$ cat config.mk
export PLATFORM = sky130hd
export DESIGN_NAME = spi_master_ctrl
export DESIGN_NICKNAME = d
export VERILOG_FILES = /design/src/rtl/spi_master_pkg.sv /design/src/rtl/spi_master_shifter.sv /design/src/rtl/spi_master_ctrl.sv
export SDC_FILE = /design/constraint.sdc
export NUM_CORES = 1
export LEC_CHECK = 0
export CAP_MARGIN = 20
export CELL_PAD_IN_SITES_DETAIL_PLACEMENT = 1
export CELL_PAD_IN_SITES_GLOBAL_PLACEMENT = 1
export CORE_ASPECT_RATIO = 1.2
export CORE_MARGIN = 4
export CORE_UTILIZATION = 43
export DETAILED_ROUTE_END_ITERATION = 10
export PLACE_DENSITY = 0.88
export SLEW_MARGIN = 20
export SYNTH_ARGS = -nofsm -noshare
export SYNTH_HDL_FRONTEND = slang
export SYNTH_SLANG_ARGS = --single-unit
$ cat constraint.sdc
create_clock -name clk -period 3.77 [get_ports clk]
set_input_delay 0.754 -clock clk [delete_from_list [all_inputs] [get_ports clk]]
set_output_delay 0.754 -clock clk [all_outputs]
set_load 0.02 [all_outputs]
$ cat src/rtl/spi_master_pkg.sv
`default_nettype none
// ============================================================================
// Module      : spi_master_pkg
// Description : Shared types and constants for the SPI master controller:
//               operation codes, FSM state encoding, frame sizes and a
//               helper that assembles the 11-bit TX frame.
// Revision    : 1.0 - initial release
// ============================================================================
package spi_master_pkg;

    typedef enum logic [1:0] {
        OP_WR_ADDR = 2'b00,
        OP_WR_DATA = 2'b01,
        OP_RD_ADDR = 2'b10,
        OP_RD_DATA = 2'b11
    } op_e;

    typedef enum logic [2:0] {
        IDLE = 3'd0,
        SEL  = 3'd1,
        SEND = 3'd2,
        WAIT = 3'd3,
        RECV = 3'd4,
        GAP  = 3'd5
    } state_e;

    localparam int FRAME_BITS = 11;
    localparam int RX_BITS    = 8;

    // The slave expects the op MSB twice: once as a read/write flag and
    // again as the top bit of the 2-bit operation field.
    function automatic logic [FRAME_BITS-1:0] build_frame(input logic [1:0] op,
                                                          input logic [7:0] data);
        return {op[1], op, data};
    endfunction

endpackage : spi_master_pkg
`default_nettype wire

$ cat src/rtl/spi_master_shifter.sv
`default_nettype none
// ============================================================================
// Module      : spi_master_shifter
// Description : 11-bit parallel-load TX shift register driving a registered
//               MOSI, plus the RX shift register that assembles the MISO byte
//               MSB first. All enables come from the controlling FSM.
// Revision    : 1.0 - initial release
// ============================================================================
module spi_master_shifter
    import spi_master_pkg::*;
(
    input  logic                  clk,
    input  logic                  rst,
    input  logic                  load_i,
    input  logic [FRAME_BITS-1:0] frame_i,
    input  logic                  shift_i,
    input  logic                  clr_mosi_i,
    input  logic                  sample_i,
    input  logic                  miso_i,
    output logic                  mosi_o,
    output logic [RX_BITS-1:0]    rx_byte_o
);

    logic [FRAME_BITS-1:0] tx_q;
    // Only the first seven samples are stored; the eighth is taken straight
    // from MISO so the completed byte can be registered on the final edge.
    logic [RX_BITS-2:0]    rx_q;
    logic                  mosi_q;

    assign rx_byte_o = {rx_q, miso_i};
    assign mosi_o    = mosi_q;

    // TX load/shift, MOSI register and RX capture; MISO is only looked at
    // while sampling so an undriven line cannot leak into the datapath.
    always_ff @(posedge clk) begin
        if (rst) begin
            tx_q   <= '0;
            rx_q   <= '0;
            mosi_q <= 1'b0;
        end else begin
            if (load_i) begin
                tx_q <= frame_i;
            end else if (shift_i) begin
                tx_q <= {tx_q[FRAME_BITS-2:0], 1'b0};
            end

            if (clr_mosi_i) begin
                mosi_q <= 1'b0;
            end else if (shift_i) begin
                mosi_q <= tx_q[FRAME_BITS-1];
            end

            if (sample_i) begin
                rx_q <= rx_byte_o[RX_BITS-2:0];
            end
        end
    end

endmodule : spi_master_shifter
`default_nettype wire

$ cat src/rtl/spi_master_ctrl.sv
`default_nettype none
// ============================================================================
// Module      : spi_master_ctrl
// Description : Single-clock SPI master. Accepts one command per frame on a
//               valid/ready interface, serialises {op[1], op, data} on MOSI
//               under SS_n, and for read-data frames returns the MISO byte
//               on a one-cycle response strobe.
// Revision    : 1.0 - initial release
// ============================================================================
module spi_master_ctrl
    import spi_master_pkg::*;
#(
    parameter int RD_WAIT = 2,
    parameter int MIN_GAP = 1
) (
    input  logic       clk,
    input  logic       rst,
    input  logic       cmd_valid,
    output logic       cmd_ready,
    input  logic [1:0] cmd_op,
    input  logic [7:0] cmd_data,
    output logic       rsp_valid,
    output logic [7:0] rsp_data,
    output logic       busy,
    output logic       SS_n,
    output logic       MOSI,
    input  logic       MISO
);

    // Counter reload values; one 4-bit down-counter serves every timed state.
    localparam logic [3:0] SEND_LOAD = 4'(FRAME_BITS - 1);
    localparam logic [3:0] WAIT_LOAD = 4'(RD_WAIT - 1);
    localparam logic [3:0] RECV_LOAD = 4'(RX_BITS - 1);
    localparam logic [3:0] GAP_LOAD  = 4'(MIN_GAP - 1);

    state_e       state_q, state_d;
    logic [3:0]   cnt_q, cnt_d;
    logic         ss_n_q, ss_n_d;
    logic         busy_q, busy_d;
    logic         rd_q, rd_d;
    logic         rsp_valid_q, rsp_valid_d;
    logic [7:0]   rsp_data_q, rsp_data_d;

    logic         ready_w;
    logic         load_w;
    logic         shift_w;
    logic         clr_mosi_w;
    logic         sample_w;
    logic [7:0]   rx_byte_w;

    spi_master_shifter u_shifter (
        .clk        (clk),
        .rst        (rst),
        .load_i     (load_w),
        .frame_i    (build_frame(cmd_op, cmd_data)),
        .shift_i    (shift_w),
        .clr_mosi_i (clr_mosi_w),
        .sample_i   (sample_w),
        .miso_i     (MISO),
        .mosi_o     (MOSI),
        .rx_byte_o  (rx_byte_w)
    );

    // cmd_ready is masked by rst so nothing can handshake during reset.
    assign cmd_ready = ready_w & ~rst;
    assign rsp_valid = rsp_valid_q;
    assign rsp_data  = rsp_data_q;
    assign busy      = busy_q;
    assign SS_n      = ss_n_q;

    // State and output registers; reset abandons any frame in flight.
    always_ff @(posedge clk) begin
        if (rst) begin
            state_q     <= IDLE;
            cnt_q       <= '0;
            ss_n_q      <= 1'b1;
            busy_q      <= 1'b0;
            rd_q        <= 1'b0;
            rsp_valid_q <= 1'b0;
            rsp_data_q  <= '0;
        end else begin
            state_q     <= state_d;
            cnt_q       <= cnt_d;
            ss_n_q      <= ss_n_d;
            busy_q      <= busy_d;
            rd_q        <= rd_d;
            rsp_valid_q <= rsp_valid_d;
            rsp_data_q  <= rsp_data_d;
        end
    end

    // Next-state logic and shifter enables for the frame sequence.
    always_comb begin
        state_d     = state_q;
        cnt_d       = cnt_q;
        ss_n_d      = ss_n_q;
        busy_d      = busy_q;
        rd_d        = rd_q;
        rsp_valid_d = 1'b0;
        rsp_data_d  = rsp_data_q;
        ready_w     = 1'b0;
        load_w      = 1'b0;
        shift_w     = 1'b0;
        clr_mosi_w  = 1'b0;
        sample_w    = 1'b0;

        unique case (state_q)
            IDLE: begin
                ready_w = 1'b1;
                if (cmd_valid) begin
                    load_w  = 1'b1;
                    rd_d    = (op_e'(cmd_op) == OP_RD_DATA);
                    ss_n_d  = 1'b0;
                    busy_d  = 1'b1;
                    state_d = SEL;
                end
            end
            SEL: begin
                shift_w = 1'b1;
                cnt_d   = SEND_LOAD;
                state_d = SEND;
            end
            SEND: begin
                if (cnt_q != 4'd0) begin
                    shift_w = 1'b1;
                    cnt_d   = cnt_q - 4'd1;
                end else begin
                    // Last bit has been on the wire for a full cycle.
                    clr_mosi_w = 1'b1;
                    if (rd_q) begin
                        cnt_d   = WAIT_LOAD;
                        state_d = WAIT;
                    end else begin
                        ss_n_d  = 1'b1;
                        cnt_d   = GAP_LOAD;
                        state_d = GAP;
                    end
                end
            end
            WAIT: begin
                // Give the slave time to turn its rx byte into tx data.
                if (cnt_q == 4'd0) begin
                    cnt_d   = RECV_LOAD;
                    state_d = RECV;
                end else begin
                    cnt_d = cnt_q - 4'd1;
                end
            end
            RECV: begin
                sample_w = 1'b1;
                if (cnt_q == 4'd0) begin
                    ss_n_d      = 1'b1;
                    rsp_valid_d = 1'b1;
                    rsp_data_d  = rx_byte_w;
                    cnt_d       = GAP_LOAD;
                    state_d     = GAP;
                end else begin
                    cnt_d = cnt_q - 4'd1;
                end
            end
            GAP: begin
                if (cnt_q == 4'd0) begin
                    busy_d  = 1'b0;
                    state_d = IDLE;
                end else begin
                    cnt_d = cnt_q - 4'd1;
                end
            end
            default: begin
                state_d = IDLE;
            end
        endcase
    end

endmodule : spi_master_ctrl
`default_nettype wire

# Word level (Yosys, flattened, before mapping)
# Cells that the tools add are included.
[totals]
register_bits = 38
out_inout_bits = 13
[op_classes]
addsub = 1
n_eq_ne = 13
muxes = 32
n_bitwise = 3
reduce_logical = 15
[ops]
columns = ["op", "n"]
rows = [
  ["11-bit two-way mux", 2],
  ["4-bit case mux with 5 select lines", 1],
  ["3-bit two-way mux", 6],
  ["3-bit case mux with 6 select lines", 1],
  ["4-bit two-way mux", 4],
  ["1-bit two-way mux", 15],
  ["2-bit != test (second input constant)", 7],
  ["5-bit AND reduction", 2],
  ["3-bit by 2-bit equality test with 1-bit output (second input constant)", 2],
  ["3-bit equality test (second input constant)", 2],
  ["2-bit AND reduction", 3],
  ["5-bit nonzero test", 1],
  ["4-bit zero test", 1],
  ["1-bit case mux with 2 select lines", 2],
  ["2-bit nonzero test", 2],
  ["4-bit nonzero test", 1],
  ["2-bit OR reduction", 2],
  ["4-bit by 1-bit subtractor with 4-bit output (second input constant)", 1],
  ["3-bit by 1-bit equality test with 1-bit output (second input constant)", 1],
  ["3-bit zero test", 1],
  ["1-bit case mux with 3 select lines", 1],
  ["3-bit AND reduction", 1],
  ["3-bit nonzero test", 1],
  ["2-bit equality test (second input constant)", 1],
  ["other kinds (2)", 3],
]

# Logic depth before layout (Yosys ltp)
[logic_depth]
depth_word = 5
mapped_depth = 7

# Hierarchy
# From an unflattened synthesis, not the netlist that was laid out.
[hier_totals]
hier_cells = 195
area_unflattened_um2 = 1783.0
[by_module_without_submodules]
columns = ["mod", "instances", "cells_per_inst", "area_per_inst_um2"]
rows = [
  ["spi_master_ctrl", 1, 120, 994.7],
  ["spi_master_shifter", 1, 75, 788.3],
]

# Worst setup path after synthesis
# Ideal clock, no wire load.
[synth_path]
kind = "input-to-output"
start = "input port rst"
end = "output port cmd_ready"
arrival_ps = 1580
slack_ps = 1436
path_stages = 2
path_cell_list = "clkbuf_1 -> nor4_1"
[synth_between]
elab_chain_cells = 2
[synth_rtl]
columns = ["element", "line_no", "source"]
rows = [
  ["start: declaration", "spi_master_ctrl.sv:17", "input logic rst,"],
  ["1-bit NOT", "spi_master_ctrl.sv:65", "assign cmd_ready = ready_w & ~rst;"],
  ["1-bit bitwise AND", "spi_master_ctrl.sv:65", ""],
  ["end: declaration", "spi_master_ctrl.sv:19", "output logic cmd_ready,"],
]
# No other way between the ends.

# Worst setup path after layout
# Same ends and word-level chain as after synthesis.

==> impl_metrics.env <==
export IMPL_antenna_found_initial=0
export IMPL_drt_iter0_drc=87
export IMPL_root_buffer="clkbuf_8"
export IMPL_finalHoldViolCount=0
export IMPL_grt_usage_pct=20.4
export IMPL_finalMaxSlewViolations=0
export IMPL_diodes=0
export IMPL_cpMaxStageDelayCell="clkdlybuf4s50_1"
export IMPL_worstHoldStart="rsp_data[3]$_SDFFE_PP0P_"
export IMPL_hpwlAfterDp_um=3670
export IMPL_synth_nets=270
export IMPL_crit_top_cell="clkdlybuf4s50_1"
export IMPL_setup_viol=0
export IMPL_ys_warn_count=0
export IMPL_cpPeakStageDelay_ns=0.69
export IMPL_synthArstFlopShare_pct=0
export IMPL_clock_sinks=38
export IMPL_post_route_cell_area_um2=2350
export IMPL_synth_ff_type="dfxtp_1"
export IMPL_ir_worst_vdd_uv=282
export IMPL_cts_hold_buf=0
export IMPL_cp_cell_sequence="clkdlybuf4s50_1 -> nor4_1 -> clkdlybuf4s50_1"
export IMPL_core_um2=4360
export IMPL_hold_path_class="register to register"
export IMPL_worst_skew_pair_late_latency_ns=0.30
export IMPL_globalplace_congestion=0.765
export IMPL_die_h_um=82.6
export IMPL_wl_per_cell_um=16.7
export IMPL_postRouteAntennaNets=0
export IMPL_postCtsSetupRepairBufs=0
export IMPL_final_core_util_pct=53.9
export IMPL_fin_crit_ns=2.95
export IMPL_ys_seq_area_share_pct=38.1
export IMPL_met2_usage_pct=37.7
export IMPL_synth_edff_count=0
export IMPL_grt_max_degree=36
export IMPL_syn_area_um2=1990
export IMPL_reg2reg_to="u_shifter.mosi_o$_SDFFE_PP0P_"
export IMPL_path_clk_slew_ns=0.08
export IMPL_grt_busiest_layer="met2"
export IMPL_synth_largest_area_cell="dfxtp_1"
export IMPL_period_share_pct=78.4
export IMPL_min_to="rsp_data[3]$_SDFFE_PP0P_"
export IMPL_grt_pass1_vias=1966
export IMPL_post_route_cells_drive_above_1_share_pct=9.12
export IMPL_synthCells=254
export IMPL_cts_resized=0
export IMPL_fin_cells=330
export IMPL_synth_seq_cells=38
export IMPL_path_class="input port to output pin"
export IMPL_setup_worst_path_end_class="output pin"
export IMPL_port_buffers=26
export IMPL_max_freq_mhz=339
export IMPL_p_leak_nw=0.836
export IMPL_cts_tree="done"
export IMPL_synthTopCellsByCount="nand2_1, dfxtp_1, a21oi_1"
export IMPL_finalSetupTns_ns=0
export IMPL_synth_top_area_share_pct=38.1
export IMPL_cts_inserted_buffers=5
export IMPL_cp_data_arrival_time_ns=2.20
export IMPL_status="finished clean"
export IMPL_htreeDepth=2
export IMPL_detailedPlace_worstSlack_ns=0.844
export IMPL_clk_path_buf_depth=2
export IMPL_slew_headroom_pct=54.8
export IMPL_rsz0062_at_grt="no"
export IMPL_r2r_slack_ns=1.54
export IMPL_grt_ovfl_total=0
export IMPL_worstReg2RegStart="cnt_q[0]$_SDFFE_PP0P_"
export IMPL_ios=27
export IMPL_drt_pass1_iter_count=4
export IMPL_die_area_um2=5800
export IMPL_synthToLayoutAreaGrowth_pct=17.8
export IMPL_place_area_um2=2250
export IMPL_wl_um=5500
export IMPL_synthTopCellsByArea="dfxtp_1, nand2_1, a21oi_1"
export IMPL_required_ns=3.02
export IMPL_reg2reg_depth=6
export IMPL_gr_usage_met3_pct=4.36
export IMPL_power_mw=1.68
export IMPL_grtUsageMet1_pct=23.0
export IMPL_hold_ws_ns=0.461
export IMPL_startpoint_type="input port"
export IMPL_avgSynthCellArea_um2=7.85
export IMPL_start_util_pct=45.8
export IMPL_grt_pass1_wl_um=9370
export IMPL_path_max_fanout=2
export IMPL_dr_total_vias=1940
export IMPL_cp_buffers_inverters=2
export IMPL_ys_types=47
export IMPL_setup_ws_ns=0.816
export IMPL_die_width_um=70.2
export IMPL_dp_cells=322
export IMPL_drc_errors=0
export IMPL_worst_pin_slew_ns=0.676
export IMPL_drv_cap=0
export IMPL_vias_per_cell=5.88
export IMPL_path_delay_family="buffers and inverters"
export IMPL_p_per_area_nw_per_um2=715
export IMPL_synth_most_common_cell="nand2_1"
export IMPL_final_nets=289
export IMPL_rows=26
export IMPL_fin_skew_ns=0.00508
export IMPL_hold_depth=2
[area by class of cell]
type	count	area, um2
Clock buffer	6	82.6
Timing Repair Buffer	30	290
Inverter	4	15.0
Tap cell	56	70.1
Fill cell	575	2010
Sequential cell	38	761
Clock inverter	2	12.5
Multi-Input combinational cell	194	1120
[worst max path at each step]
stage               from        end  slack [ns]  cells past startpoint
floorplan            rst  cmd_ready        1.44                      2
global placement     rst  cmd_ready        0.82                      3
detailed placement   rst  cmd_ready        0.84                      3
CTS                  rst  cmd_ready        0.80                      3
global route         rst  cmd_ready        0.76                      3
finish               rst  cmd_ready        0.82                      3
[cells in the final DEF (no fill, tap or decap), types with 2 or more instances in the layout]
master,count
nand2_1,49
dfxtp_1,38
a21oi_1,29
clkdlybuf4s50_1,26
o21ai_0,15
nor2_1,12
nand3_1,12
nor3_1,10
nor2b_1,8
o22ai_1,7
o21ai_1,7
clkbuf_8,6
nand2b_1,5
inv_1,4
buf_4,4
mux2i_1,3
nor3b_4,2
a21o_1,2
or3_1,2
a31oi_1,2
nor4b_2,2
nand3_2,2
a211oi_1,2
ha_1,2
[flip-flops by register name (all words and copies together), names as in the netlist]
| signal | count |
|---|---|
| SS_n | 1 |
| u_shifter.mosi_o | 1 |
| u_shifter.rx_q | 7 |
| state_q | 3 |
| u_shifter.tx_q | 11 |
| rsp_data | 8 |
| rsp_valid | 1 |
| busy | 1 |
| rd_q | 1 |
| cnt_q | 4 |
[power by group]
part           internal [mW]  total [mW]  switching (mW)
combinational          0.311       0.800           0.489
sequential             0.481       0.575          0.0943
clock                  0.147       0.303           0.156
[logic make-up after synthesis]
group | synth area share [%]
compound gates | 20.8
fa+ha+maj | 1.76
buf+inv | 5.83
flops | 38.1
mux | 1.51
simple gates | 32.0
[metal layers]
layer  vias to the layer above  share of wire [%]
li1                        924                  -
met2                        57                 53
met3                        11                5.0
met5                         -                  0
met1                       948                 40
met4                         0                2.1
[tightest hold or removal path, stage by stage, from the launching register on]
cell and delay, ns:
dfxtp_1 0.31, nand2_1 0.05, a21oi_1 0.05
Power figures use the tool's default switching activity.
